`src/rtl/rtc_bus_ctrl_pkg.sv`:
```
`default_nettype none
// ============================================================================
//  Module      : rtc_pkg
//  Description : Shared types and constants for the RTC bus controller:
//                FSM state encoding, default phase length and the init
//                write table.
//  Revision    : 1.0 - initial release
// ============================================================================
package rtc_pkg;

    localparam int T_PHASE_DEFAULT  = 10;
    localparam int INIT_LEN_DEFAULT = 2;

    // Init table contents
    localparam logic [7:0] INIT_ADDR0 = 8'h02;
    localparam logic [7:0] INIT_DATA0 = 8'h10;
    localparam logic [7:0] INIT_ADDR1 = 8'h02;
    localparam logic [7:0] INIT_DATA1 = 8'h00;

    typedef enum logic [2:0] {
        ST_IDLE      = 3'd0,
        ST_ADDR      = 3'd1,
        ST_GAP1      = 3'd2,
        ST_DATA      = 3'd3,
        ST_GAP2      = 3'd4,
        ST_DONE      = 3'd5,
        ST_INIT_NEXT = 3'd6
    } rtc_state_e;

    typedef struct packed {
        logic [7:0] addr;
        logic [7:0] data;
    } rtc_init_entry_t;

    // Table lookup; indices past the table repeat the last entry.
    function automatic rtc_init_entry_t init_entry(input logic [7:0] idx);
        rtc_init_entry_t e;
        case (idx)
            8'd0:    e = '{addr: INIT_ADDR0, data: INIT_DATA0};
            default: e = '{addr: INIT_ADDR1, data: INIT_DATA1};
        endcase
        return e;
    endfunction

endpackage
`default_nettype wire

```
`src/rtl/rtc_bus_ctrl_if.sv`:
```
`default_nettype none
// ============================================================================
//  Module      : rtc_bus_ctrl_if
//  Description : Request side and RTC pad side signals of the RTC bus
//                controller. master = host/pads, slave = controller.
//  Revision    : 1.0 - initial release
// ============================================================================
interface rtc_bus_ctrl_if;

    logic       inicializacion;
    logic       inicio_escritura;
    logic       inicio_lectura;
    logic [7:0] dir;
    logic [7:0] dato_wr;
    logic [7:0] ad_in;
    logic [7:0] ad_out;
    logic       ad_oe;
    logic       cs_n;
    logic       rd_n;
    logic       wr_n;
    logic       a_d;
    logic [7:0] dato_rd;
    logic       fin_tx;
    logic       fin_init;

    modport master (
        output inicializacion, inicio_escritura, inicio_lectura,
        output dir, dato_wr, ad_in,
        input  ad_out, ad_oe, cs_n, rd_n, wr_n, a_d,
        input  dato_rd, fin_tx, fin_init
    );

    modport slave (
        input  inicializacion, inicio_escritura, inicio_lectura,
        input  dir, dato_wr, ad_in,
        output ad_out, ad_oe, cs_n, rd_n, wr_n, a_d,
        output dato_rd, fin_tx, fin_init
    );

endinterface
`default_nettype wire

```
`src/rtl/rtc_bus_ctrl_phase_timer.sv`:
```
`default_nettype none
// ============================================================================
//  Module      : phase_timer
//  Description : Loadable 8-bit down counter; tc is high while the count
//                is zero, marking the last cycle of a bus phase.
//  Revision    : 1.0 - initial release
// ============================================================================
module phase_timer (
    input  wire logic       CLK,
    input  wire logic       reset,
    input  wire logic       load,
    input  wire logic [7:0] load_val,
    output logic            tc
);

    logic [7:0] count_q;
    logic [7:0] count_d;

    // Load wins; otherwise count down and park at zero.
    always_comb begin
        count_d = count_q;
        if (load) begin
            count_d = load_val;
        end else if (count_q != 8'd0) begin
            count_d = count_q - 8'd1;
        end
    end

    // Counter register.
    always_ff @(posedge CLK) begin
        if (reset) begin
            count_q <= 8'd0;
        end else begin
            count_q <= count_d;
        end
    end

    assign tc = (count_q == 8'd0);

endmodule
`default_nettype wire

```
`src/rtl/rtc_bus_ctrl.sv`:
```
`default_nettype none
// ============================================================================
//  Module      : rtc_bus_ctrl
//  Description : Sequencer for a multiplexed address/data RTC bus. Runs
//                single writes, single reads and an init table of writes,
//                each as ADDR/GAP1/DATA/GAP2 phases of T_PHASE cycles.
//  Revision    : 1.0 - initial release
// ============================================================================
module rtc_bus_ctrl
    import rtc_pkg::*;
#(
    parameter int T_PHASE  = T_PHASE_DEFAULT,
    parameter int INIT_LEN = INIT_LEN_DEFAULT
) (
    input  wire logic     CLK,
    input  wire logic     reset,
    rtc_bus_ctrl_if.slave bus
);

    localparam logic [7:0] PHASE_LOAD = 8'(T_PHASE - 1);
    localparam logic [7:0] INIT_LAST  = 8'(INIT_LEN - 1);

    rtc_state_e state_q, state_d;
    logic       op_rd_q, op_rd_d;         // 1 = read, 0 = write
    logic       init_mode_q, init_mode_d; // current write comes from init table
    logic [7:0] init_idx_q, init_idx_d;
    logic [7:0] addr_q, addr_d;
    logic [7:0] data_q, data_d;
    logic [7:0] dato_rd_q, dato_rd_d;
    logic       fin_init_q, fin_init_d;

    logic            timer_load;
    logic            timer_tc;
    rtc_init_entry_t init_first;
    rtc_init_entry_t init_next;

    assign init_first = init_entry(8'd0);
    assign init_next  = init_entry(init_idx_q + 8'd1);

    phase_timer u_phase_timer (
        .CLK      (CLK),
        .reset    (reset),
        .load     (timer_load),
        .load_val (PHASE_LOAD),
        .tc       (timer_tc)
    );

    // Next-state logic: request arbitration in IDLE, phase sequencing on tc.
    always_comb begin
        state_d     = state_q;
        op_rd_d     = op_rd_q;
        init_mode_d = init_mode_q;
        init_idx_d  = init_idx_q;
        addr_d      = addr_q;
        data_d      = data_q;
        dato_rd_d   = dato_rd_q;
        fin_init_d  = fin_init_q;
        timer_load  = 1'b0;

        if (fin_init_q && !bus.inicializacion) begin
            fin_init_d = 1'b0;
        end

        case (state_q)
            ST_IDLE: begin
                if (bus.inicializacion && !fin_init_q) begin
                    addr_d      = init_first.addr;
                    data_d      = init_first.data;
                    op_rd_d     = 1'b0;
                    init_mode_d = 1'b1;
                    init_idx_d  = 8'd0;
                    state_d     = ST_ADDR;
                    timer_load  = 1'b1;
                end else if (bus.inicio_escritura) begin
                    addr_d      = bus.dir;
                    data_d      = bus.dato_wr;
                    op_rd_d     = 1'b0;
                    init_mode_d = 1'b0;
                    state_d     = ST_ADDR;
                    timer_load  = 1'b1;
                end else if (bus.inicio_lectura) begin
                    addr_d      = bus.dir;
                    data_d      = bus.dato_wr;
                    op_rd_d     = 1'b1;
                    init_mode_d = 1'b0;
                    state_d     = ST_ADDR;
                    timer_load  = 1'b1;
                end
            end
            ST_ADDR: begin
                if (timer_tc) begin
                    state_d    = ST_GAP1;
                    timer_load = 1'b1;
                end
            end
            ST_GAP1: begin
                if (timer_tc) begin
                    state_d    = ST_DATA;
                    timer_load = 1'b1;
                end
            end
            ST_DATA: begin
                if (timer_tc) begin
                    if (op_rd_q) begin
                        dato_rd_d = bus.ad_in;
                    end
                    state_d    = ST_GAP2;
                    timer_load = 1'b1;
                end
            end
            ST_GAP2: begin
                if (timer_tc) begin
                    state_d = init_mode_q ? ST_INIT_NEXT : ST_DONE;
                end
            end
            ST_DONE: begin
                state_d = ST_IDLE;
            end
            ST_INIT_NEXT: begin
                if (init_idx_q >= INIT_LAST) begin
                    fin_init_d  = 1'b1;
                    init_mode_d = 1'b0;
                    state_d     = ST_IDLE;
                end else begin
                    init_idx_d = init_idx_q + 8'd1;
                    addr_d     = init_next.addr;
                    data_d     = init_next.data;
                    state_d    = ST_ADDR;
                    timer_load = 1'b1;
                end
            end
            default: begin
                state_d = ST_IDLE;
            end
        endcase
    end

    // State and latched-transaction registers.
    always_ff @(posedge CLK) begin
        if (reset) begin
            state_q     <= ST_IDLE;
            op_rd_q     <= 1'b0;
            init_mode_q <= 1'b0;
            init_idx_q  <= 8'd0;
            addr_q      <= 8'd0;
            data_q      <= 8'd0;
            dato_rd_q   <= 8'd0;
            fin_init_q  <= 1'b0;
        end else begin
            state_q     <= state_d;
            op_rd_q     <= op_rd_d;
            init_mode_q <= init_mode_d;
            init_idx_q  <= init_idx_d;
            addr_q      <= addr_d;
            data_q      <= data_d;
            dato_rd_q   <= dato_rd_d;
            fin_init_q  <= fin_init_d;
        end
    end

    // Pad and strobe decode from the current state; a read never drives the pads
    // once the address phase is over.
    always_comb begin
        bus.cs_n   = 1'b1;
        bus.rd_n   = 1'b1;
        bus.wr_n   = 1'b1;
        bus.ad_oe  = 1'b0;
        bus.a_d    = 1'b0;
        bus.ad_out = 8'h00;
        bus.fin_tx = 1'b0;
        case (state_q)
            ST_ADDR: begin
                bus.cs_n   = 1'b0;
                bus.wr_n   = 1'b0;
                bus.ad_oe  = 1'b1;
                bus.ad_out = addr_q;
            end
            ST_GAP1: begin
                bus.cs_n   = 1'b0;
                bus.ad_oe  = !op_rd_q;
                bus.ad_out = op_rd_q ? 8'h00 : addr_q;
            end
            ST_DATA: begin
                bus.cs_n = 1'b0;
                bus.a_d  = 1'b1;
                if (op_rd_q) begin
                    bus.rd_n = 1'b0;
                end else begin
                    bus.wr_n   = 1'b0;
                    bus.ad_oe  = 1'b1;
                    bus.ad_out = data_q;
                end
            end
            ST_DONE: begin
                bus.fin_tx = !init_mode_q;
            end
            default: begin
            end
        endcase
    end

    assign bus.dato_rd  = dato_rd_q;
    assign bus.fin_init = fin_init_q;

endmodule
`default_nettype wire

```
`src/flat_wrapper.sv`:
```
// flat-port wrapper written by rule: the top's interface ports become plain ports
module rtc_bus_ctrl_flat import rtc_pkg::*;
#(
    parameter int T_PHASE  = T_PHASE_DEFAULT,
    parameter int INIT_LEN = INIT_LEN_DEFAULT
)
  (CLK, reset, bus_inicializacion, bus_inicio_escritura, bus_inicio_lectura, bus_dir, bus_dato_wr, bus_ad_in, bus_ad_out, bus_ad_oe, bus_cs_n, bus_rd_n, bus_wr_n, bus_a_d, bus_dato_rd, bus_fin_tx, bus_fin_init);
  rtc_bus_ctrl_if bus_i ();
  input  wire logic CLK;
  input  wire logic reset;
  input wire logic [$bits(bus_i.inicializacion)-1:0] bus_inicializacion;
  input wire logic [$bits(bus_i.inicio_escritura)-1:0] bus_inicio_escritura;
  input wire logic [$bits(bus_i.inicio_lectura)-1:0] bus_inicio_lectura;
  input wire logic [$bits(bus_i.dir)-1:0] bus_dir;
  input wire logic [$bits(bus_i.dato_wr)-1:0] bus_dato_wr;
  input wire logic [$bits(bus_i.ad_in)-1:0] bus_ad_in;
  output wire logic [$bits(bus_i.ad_out)-1:0] bus_ad_out;
  output wire logic [$bits(bus_i.ad_oe)-1:0] bus_ad_oe;
  output wire logic [$bits(bus_i.cs_n)-1:0] bus_cs_n;
  output wire logic [$bits(bus_i.rd_n)-1:0] bus_rd_n;
  output wire logic [$bits(bus_i.wr_n)-1:0] bus_wr_n;
  output wire logic [$bits(bus_i.a_d)-1:0] bus_a_d;
  output wire logic [$bits(bus_i.dato_rd)-1:0] bus_dato_rd;
  output wire logic [$bits(bus_i.fin_tx)-1:0] bus_fin_tx;
  output wire logic [$bits(bus_i.fin_init)-1:0] bus_fin_init;
  assign bus_i.inicializacion = bus_inicializacion;
  assign bus_i.inicio_escritura = bus_inicio_escritura;
  assign bus_i.inicio_lectura = bus_inicio_lectura;
  assign bus_i.dir = bus_dir;
  assign bus_i.dato_wr = bus_dato_wr;
  assign bus_i.ad_in = bus_ad_in;
  assign bus_ad_out = bus_i.ad_out;
  assign bus_ad_oe = bus_i.ad_oe;
  assign bus_cs_n = bus_i.cs_n;
  assign bus_rd_n = bus_i.rd_n;
  assign bus_wr_n = bus_i.wr_n;
  assign bus_a_d = bus_i.a_d;
  assign bus_dato_rd = bus_i.dato_rd;
  assign bus_fin_tx = bus_i.fin_tx;
  assign bus_fin_init = bus_i.fin_init;
  rtc_bus_ctrl #(.T_PHASE(T_PHASE), .INIT_LEN(INIT_LEN)) u_core (.CLK(CLK), .reset(reset), .bus(bus_i));
endmodule
```
`config.mk`:
```
export PLATFORM = sky130hd
export DESIGN_NAME = rtc_bus_ctrl_flat
export DESIGN_NICKNAME = d
export VERILOG_FILES = /design/src/rtl/rtc_bus_ctrl_pkg.sv /design/src/rtl/rtc_bus_ctrl_if.sv /design/src/rtl/rtc_bus_ctrl_phase_timer.sv /design/src/rtl/rtc_bus_ctrl.sv /design/src/flat_wrapper.sv
export SDC_FILE = /design/constraint.sdc
export NUM_CORES = 1
export LEC_CHECK = 0
export ABC_CLOCK_PERIOD_IN_PS = 2250
export BUFFER_PORTS_ARGS = -buffer_cell sky130_fd_sc_hd__buf_2
export CELL_PAD_IN_SITES_DETAIL_PLACEMENT = 0
export CELL_PAD_IN_SITES_GLOBAL_PLACEMENT = 2
export CORE_ASPECT_RATIO = 0.9
export CORE_MARGIN = 5
export CORE_UTILIZATION = 32
export DETAILED_ROUTE_END_ITERATION = 10
export GPL_TIMING_DRIVEN = 0
export PLACE_DENSITY = 0.74
export SYNTH_ARGS = -nofsm -noshare
export SYNTH_HDL_FRONTEND = slang
export SYNTH_SLANG_ARGS = --single-unit
```
`constraint.sdc`:
```
create_clock -name CLK -period 2.25 [get_ports CLK]
set_input_delay 0.5625 -clock CLK [delete_from_list [all_inputs] [get_ports CLK]]
set_output_delay 0.5625 -clock CLK [all_outputs]
set_load 0.01 [all_outputs]
```
; ---- Word-level counts from Yosys, hierarchy flattened
; Index checks and enable logic that the tools add are counted.
[op_classes]
n_addsub = 2
mul = 0
div = 0
order_cmp = 1
n_eq_ne = 14
shift = 0
muxes = 54
n_bitwise = 0
n_reduce_logical = 21
[ops]
columns = op, n
row1 = $mux 8, 12
row2 = $pmux 8 s2, 3
row3 = $pmux 8 s3, 1
row4 = $mux 1, 22
row5 = $mux 3, 7
row6 = $pmux 3 s6, 1
row7 = $logic_not 8->1, 2
row8 = $ne 2x1->1 const B, 6
row9 = $reduce_and 3->1, 4
row10 = $eq 3x3->1 const B, 3
row11 = $add 8x1->8 const B, 1
row12 = $ge 8x1->1 const B, 1
row13 = $mux 4, 2
row14 = $reduce_bool 8->1, 1
row15 = $sub 8x1->8 const B, 1
row16 = $eq 3x2->1 const B, 2
row17 = $pmux 1 s3, 2
row18 = $mux 5, 1
row19 = $reduce_and 5->1, 1
row20 = $logic_not 1->1, 4
row21 = $ne 4x3->1 const B, 1
row22 = $pmux 1 s2, 2
row23 = $reduce_bool 2->1, 2
row24 = $eq 3x1->1 const B, 1
row25 = other kinds (8), 9
[totals]
ff_bits = 46
latchBits = 0
ram_bits = 0
romBits = 0
in_bits = 29
wordCells = 102
n_memories = 0

; ---- Depth between registers and ports, before layout
; Gate-level depths: netlist of run 1.
[logic_depth]
word_depth = 5
ltp_mapped = 7

; ---- Hierarchy
; A second synthesis of run 1 with hierarchy kept.
[unflattened]
cells_unflattened = 284
area_unflattened_um2 = 2472.4
[by_module_without_submodules]
columns = mod, instances, cells_each, area_each_um2, seq_area_each_um2
row1 = rtc_bus_ctrl, 1, 231, 1996.9, 760.7
row2 = phase_timer, 1, 53, 475.5, 160.2

; ---- Worst setup path after synthesis of run 1
; No wires, ideal clock.
[synth_path]
kind = flip-flop to output port
startpoint = reg u_core.state_q[0]
endpoint = out bus_ad_out[6]
arrival_time_ps = 1222
required_time_ps = 1688
path_slack_ps = 466
path_stages_with_launch = 5
n_path_buf = 1
path_cell_list = dfxtp_1 > buf_2 > mux2_2 > a22oi_1 > nor2_1
[synth_via]
elab_chain_len = 2
elab_cells_between_ends = 4
[synth_lines]
columns = item, line
row1 = start: declaration, rtc_bus_ctrl.sv:23  ; rtc_state_e state_q, state_d;
row2 = start signal: assignment, rtc_bus_ctrl.sv:150  ; state_q <= state_d;
row3 = $eq 3x2->1 / $eq 3x1->1 (equally long branches), rtc_bus_ctrl.sv:171  ; case (state_q)
row4 = $pmux 8 s3 (*), rtc_bus_ctrl.sv:171
row5 = end: declaration, flat_wrapper.sv:17  ; output wire logic [$bits(bus_i.ad_out)-1:0] bus_ad_out;
; Mark *: on every way between the ends. The rest lies on a longest branch, timed or not.

; ---- Worst setup path in the final report of run 1
[layout_path]
startpoint = reg u_core.state_q[0]
endpoint = out bus_ad_out[1]
; Same word-level chain as after synthesis.

==> results by group, run 1 <==
Worst setup path
  • CP startpoint: u_core.state_q[0]
  • CP endpoint kind: output pin
  • WS Path Type: reg2out
  • Cell family with most CP delay: buffers and inverters
  • Crit path DAT: 1580 ps
  • Worst path buffer plus inverter count: 3
  • CP Launch Type: flip-flop
  • Reg2reg end: u_core.addr_q[2]
  • Worst path most repeated cell: buf_6
  • R2r setup slk: 300 ps
  • Crit Path Max Fanout: 10
  • Critical path's largest stage delay: 400 ps
  • Slowest-stage cell, CP: dfxtp_4
  • CP Cell Sequence: buf_6 > nor2b_1 > buf_6 > a22oi_1 > nor2_1 > buf_2
  • CP required: 1690 ps
  • Launching point of the worst reg2reg path: u_core.init_idx_q[1]
  • Reg2Reg Depth: 7

Synthesis
  • Seq cells post-synth: 46
  • Yosys Warn Count: 0
  • Synth unique cells: 55
  • Sequential-to-total area share from yosys stat: 38.27%
  • Synth top area share: 38.27%
  • Synth top area cells: dfxtp_1 (38%), nand4b_1 (5.1%), mux2i_1 (4.6%)
  • Prevailing post-synth register cell: dfxtp_1
  • EDFF count, synth: 0
  • Fraction of registers with async set/reset: 0%
  • Syn Inst Count: 266
  • Avg Synthesized Cell Area: 9.045 um^2
  • Netlist Area Pre-Place: 2406 um^2
  • Largest area contributor in the netlist: dfxtp_1
  • Syn nets: 300

Clocking
  • Clock transition at the registers of the reported paths: 90 ps
  • CTS Buffer Depth: 2
  • Clk_lat worst skew: 300 ps
  • Post-CTS Repair Setup Buffers: 0
  • Cts bufs inserted: 5
  • CTS tree: done
  • Clk Tree Root Cell: clkbuf_8
  • Clock Sink Count: 46
  • Max H-tree Level: 2

STA
  • Setup TNS: 0 ps
  • Final WS setup: 104.3 ps
  • Pins Over Slew Limit: 0
  • Fmax: 0.4661 GHz
  • Setup violators final: 0
  • Hold Vio Cnt, Final: 0
  • Worst Max-Slew Pin Slew: 594.1 ps
  • Min Tclk post-route: 2146 ps
  • RSZ-0062 raised after global routing: false
  • Clock Skew: 8.051 ps
  • Slew HR: 60.39%
  • Tcrit/Tclk final: 95.36%

Status
  • Outcome: completed

Power
  • Pwr per Cell Area: 1089 nW/um^2
  • VDD IR max: 341.7 uV
  • Pint: 1934 uW
  • Leakage power: 0.001243 uW
  • Clock power share: 19.8%
  • Net Sw Power: 1237 uW
  • Combinational Power Share: 45.1%
  • Flop pwr share: 35.1%
  • Net Sw Frac: 39.01%

Global routing
  • All-Layer GR Usage: 14.21%
  • Initial antenna violation count: 0
  • Vias in the first global route: 2,099
  • First-pass GRT wire length: 10,580 um
  • Pin count of the biggest net entering global routing: 15
  • Grt total ovfl: 0

Drt
  • Final wirelength: 6352 um
  • DRC: 0
  • Initial DRC count: 63
  • Detail Route Antenna Nets: 0
  • DRT Pass-1 Iters: 5
  • Vias per Instance: 5.017
  • Routed length per instance: 15.12 um
  • Vias: 2,107

Cells and area
  • Most frequent cells in the layout: buf_2 (54), dfxtp_1 (44), nor2_1 (26)
  • P&R area growth vs syn: 21.01%
  • Post-route cell area: 2912 um^2
  • Commonest non-fill, non-tap cell in the layout: buf_2
  • Final Net Count: 357
  • N_diodes: 0
  • Share of layout cells above drive strength 1: 29.01%

Place
  • Post-DP Area: 2776 um^2
  • Detailed placement HPWL: 4528 um
  • Dpl ws: 28.38 ps
  • IO Port Bufs: 50
  • GP Congestion: 0.7333

Min path
  • Worst min path class: in2reg
  • Worst Hold Path Cells: 3
  • Hold EP: u_core.addr_q[6]
  • Hold Crit Start: bus_dir[6]

Floorplanning
  • Die H: 92.26 um
  • FP Rows: 30
  • Effective utilization at floorplan: 32.37%
  • Die span in x: 101.4 um
  • Num ports: 52
  • Total core area: 7432 um^2
  • DIE AREA: 9355 um^2

Run
  • Max-Cap Viols: 0
==> cell usage after synthesis, types with 2 or more instances <==
library cell,count
dfxtp_1,46
nor2_1,26
nand2_1,22
nand4b_1,14
a21oi_1,11
mux2i_1,11
o21ai_0,10
a22oi_1,9
clkbuf_1,9
o21ai_1,8
mux2_2,7
nor3_1,7
nor4_1,7
and2_1,6
buf_2,6
inv_1,6
nor2b_1,6
ha_1,5
xnor2_1,4
a211oi_1,3
a31oi_1,3
and3b_1,3
nand2b_1,3
nor3_4,2
or4_1,2
==> how the worst max path moves through the flow <==
| stage | endpoint | slack (ps) | depth (start not counted) |
|---|---|---|---|
| 4_1_cts | bus_ad_out[6] | 10 | 5 |
| 6_report | bus_ad_out[1] | 100 | 6 |
| 3_5_place_dp | bus_fin_tx | 30 | 4 |
| 3_3_place_gp | bus_fin_tx | 50 | 4 |
| 2_1_floorplan | bus_ad_out[6] | 470 | 4 |
| 5_1_grt | bus_ad_out[0] | 3 | 6 |
==> repair_timing <==
action / 4_1_cts / 5_1_grt
hold buffers: 0 / 0
gates resized for setup: 7 / 6
setup endpoints to repair: 9 / 9
==> registers in the layout, indices dropped and copies added, names as in the netlist <==
signal	cells
u_core.addr_q	8
u_core.bus.dato_rd	8
u_core.bus.fin_init	1
u_core.data_q	8
u_core.init_idx_q	8
u_core.init_mode_q	1
u_core.op_rd_q	1
u_core.state_q	3
u_core.u_phase_timer.count_q	8
==> cell type report <==
type | count | area, um^2
Inverter | 6 | 22.52
Buffer | 19 | 126.4
Tap cell | 96 | 120.1
Timing Repair Buffer | 50 | 250.2
Multi-Input combinational cell | 195 | 1356
Fill cell | 795 | 4521
Clock buffer | 6 | 72.57
Sequential cell | 46 | 925.9
Clock inverter | 2 | 37.54
==> metal layers <==
metal | global-route usage (%) | share of wire (%)
met5 | 0 | 0
met4 | 3.654 | 0.87
met3 | 2.890 | 3.8
met2 | 21.02 | 43
met1 | 20.80 | 52
==> logic make-up after synthesis <==
group,synth area share [%]
AOI/OAI and AO/OA,14.87
and+or+nand+nor,29.59
adders and majority gates,2.600
muxes,7.853
buffers and inverters,5.356
xor gates and xnor gates,1.456
DFF,38.27
==> metrics by stage <==
stage	cells	power (uW)	util, %	hold slack (ps)
after floorplan	266	2162	-	445.1
after global placement	412	2540	37.36	466.4
after detailed placement	412	2532	37.36	468.8
after CTS	420	3186	38.99	470.8
after global routing	420	3415	39.18	479.9
final	420	3171	39.18	477.2
==> power by group through the flow <==
stage	combinational (uW)	clock (uW)	sequential (uW)
6_report	1430	628	1110
5_1_grt	1600	678	1130
4_1_cts	1430	647	1110
3_5_place_dp	1410	0	1120
3_3_place_gp	1420	0	1120
2_1_floorplan	1070	0	1090
==> worst min-delay path: cells and delay by family <==
| kind | cells | cell delay [ps] |
|---|---|---|
| AND/OR/NAND/NOR | 1 | 50 |
| buffers and inverters | 1 | 90 |
| AO/OA/AOI/OAI | 1 | 50 |
No activity file was read; power rests on OpenSTA's default activity.
==> inputs of run 2 (changes only) <==
--- a/config.mk
+++ b/config.mk
@@ -5,16 +5,16 @@
 export SDC_FILE = /design/constraint.sdc
 export NUM_CORES = 1
 export LEC_CHECK = 0
-export ABC_CLOCK_PERIOD_IN_PS = 2250
+export ABC_CLOCK_PERIOD_IN_PS = 2600
 export BUFFER_PORTS_ARGS = -buffer_cell sky130_fd_sc_hd__buf_2
 export CELL_PAD_IN_SITES_DETAIL_PLACEMENT = 0
 export CELL_PAD_IN_SITES_GLOBAL_PLACEMENT = 2
 export CORE_ASPECT_RATIO = 0.9
 export CORE_MARGIN = 5
-export CORE_UTILIZATION = 32
+export CORE_UTILIZATION = 35
 export DETAILED_ROUTE_END_ITERATION = 10
 export GPL_TIMING_DRIVEN = 0
-export PLACE_DENSITY = 0.74
+export PLACE_DENSITY = 0.8
 export SYNTH_ARGS = -nofsm -noshare
 export SYNTH_HDL_FRONTEND = slang
 export SYNTH_SLANG_ARGS = --single-unit
==> constraint.sdc (replaced) <==
create_clock -name CLK -period 2.6 [get_ports CLK]
set_input_delay 0.65 -clock CLK [delete_from_list [all_inputs] [get_ports CLK]]
set_output_delay 0.65 -clock CLK [all_outputs]
set_load 0.01 [all_outputs]
==> run 2 against run 1 <==
  * Power down 18%
  * Cell area down 2.1%
  * Wire length down 3.7%
  * Register-to-register slack better by 380 ps
  * Clock skew down 1.6 ps
  * Largest power group unchanged
  * Combinational power down 15%
  * Critical path type unchanged
==> results by group, run 2 (same netlist as run 1, synthesis figures left out) <==
Place
  • Post-DP Area: 2769 um^2 (-0.27%)
  • GP Congestion: 0.7446 (+1.5%)
  • IO Port Bufs: 50 (unchanged)
  • Detailed placement HPWL: 4367 um (-3.6%)

Clocking
  • Clock Sink Count: 46 (unchanged)
  • CTS tree: done
  • CTS Buffer Depth: 2 (unchanged)
  • Cts bufs inserted: 5 (unchanged)
  • Max H-tree Level: 2 (unchanged)
  • Clk_lat worst skew: 290 ps (about the same)
  • Post-CTS Repair Setup Buffers: 0 (unchanged)
  • Clock transition at the registers of the reported paths: 80 ps (about the same)
  • Clk Tree Root Cell: clkbuf_8

Power
  • VDD IR max: 416.2 uV (+22%)
  • Leakage power: 0.001216 uW (-2.1%)
  • Final Power: 2591 uW (-18%)
  • Pwr per Cell Area: 908.6 nW/um^2 (-17%)

Worst setup path
  • CP startpoint: u_core.state_q[0]
  • Slowest-stage cell, CP: dfxtp_1
  • CP Cell Sequence: buf_4 > nor2b_1 > clkbuf_4 > a22oi_1 > nor2_1 > buf_2
  • CP required: 1950 ps (+260 ps)
  • Crit Path Max Fanout: 10 (unchanged)
  • CP Launch Type: flip-flop
  • Critical path's largest stage delay: 460 ps (+60 ps)
  • Launching point of the worst reg2reg path: u_core.init_idx_q[1]
  • WS Path Type: reg2out
  • CP endpoint kind: output pin
  • Crit path DAT: 1800 ps (+220 ps)

Floorplanning
  • Num ports: 52 (unchanged)
  • Total core area: 6621 um^2 (-11%)
  • DIE AREA: 8635 um^2 (-7.7%)
  • Die H: 88.66 um (-3.9%)
  • Effective utilization at floorplan: 36.34% (+4.0 points)
  • Die span in x: 97.40 um (-3.9%)
  • FP Rows: 28 (-6.7%)

Cells and area
  • Commonest non-fill, non-tap cell in the layout: buf_2
  • Final Net Count: 357 (unchanged)
  • Share of layout cells above drive strength 1: 26.93% (-2.1 points)
  • N_diodes: 0 (unchanged)
  • Sequential cell area: 920.9 um^2 (-0.54%)
  • Post-route cell area: 2851 um^2 (-2.1%)
  • Area occupied by multi-input gates: 1356 um^2 (unchanged)
  • Filler cell count in the final layout: 666 (-16%)
  • Most frequent cells in the layout: buf_2 (54), dfxtp_1 (46), nor2_1 (26)
  • P&R area growth vs syn: 18.51%

Drt
  • DRT Pass-1 Iters: 4 (-1)
  • Routed length per instance: 14.81 um (-2.1%)
  • Detail Route Antenna Nets: 0 (unchanged)
  • Final wirelength: 6117 um (-3.7%)
  • Vias per Instance: 5.160 (+2.9%)
  • DRC: 0 (unchanged)
  • Vias: 2,131 (+1.1%)
  • Initial DRC count: 60 (-4.8%)

Global routing
  • Initial antenna violation count: 0 (unchanged)
  • Grt total ovfl: 0 (unchanged)
  • Vias in the first global route: 2,096 (-0.14%)
  • All-Layer GR Usage: 14.63% (+0.42 points)
  • Pin count of the biggest net entering global routing: 13 (-2)
  • First-pass GRT wire length: 10,330 um (-2.4%)

Min path
  • Worst min path class: reg2reg
  • Hold Crit Start: u_core.data_q[4]

STA
  • Setup TNS: 0 ps (unchanged)
  • Worst Max-Slew Pin Slew: 572.0 ps (-22.07 ps)
  • RSZ-0062 raised after global routing: false
  • Hold Vio Cnt, Final: 0 (unchanged)
  • Clock Skew: 6.483 ps (-1.568 ps)
  • Pins Over Slew Limit: 0 (unchanged)
  • Slew HR: 61.86% (+1.5 points)
  • Min Tclk post-route: 2447 ps
  • Fmax: 0.4087 GHz
  • Setup violators final: 0 (unchanged)
  • Tcrit/Tclk final: 94.10%

Status
  • Outcome: completed

Run
  • Max-Cap Viols: 0 (unchanged)
## run 2: final timing paths
kind	end	slack, ps	cells after the start
setup reg to reg	u_core.addr_q[3]	680	7
hold reg to reg	u_core.data_q[4]	480	2
hold / removal	u_core.data_q[4]	480	2
setup / recovery	bus_ad_out[1]	150	6
## run 2: critical path: cells and delay by family (launching register included)
kind	cells	cell delay, ps
AND/OR/NAND/NOR	2	290
AO/OA/AOI/OAI	1	130
flip-flops	1	460
buffers and inverters	3	630
## run 2: timing repair
item | CTS | global route
hold buffers | 0 | 0
setup endpoints to repair | 0 | 9
gates resized for setup | 0 | 5
## run 2: power by group
group	total (uW)	switching, uW	internal (uW)
sequential	955	130	825
combinational	1220	677	543
clock	416	231	186
## run 2: layout make-up
type                            instances  share of cell area, %
Sequential cell                        46                  32.29
Timing Repair Buffer                   50                  8.776
Inverter                                6                 0.7898
Buffer                                 19                  3.949
Clock buffer                            7                  2.677
Multi-Input combinational cell        195                  47.56
Tap cell                               90                  3.949
## run 2: routing by layer
| layer | vias to the layer above | GRT usage, % | part of all wire [%] |
|---|---|---|---|
| met2 | 43 | 23.65 | 45 |
| met1 | 1006 | 20.29 | 52 |
| li1 | 1077 | - | - |
| met5 | - | 0 | 0 |
| met4 | 0 | 3.774 | 0.43 |
| met3 | 5 | 2.758 | 3.2 |
## run 2: per-stage QoR
stage	cells	util (%)	hold slack (ps)	worst slack (ps)
3_5_place_dp	406	41.82	465.6	396.4
3_3_place_gp	406	41.82	464.8	329.0
2_1_floorplan	266	-	445.1	728.1
5_1_grt	413	43.07	504.5	18.68
4_1_cts	413	42.97	478.3	61.77
6_report	413	43.07	482.2	153.3
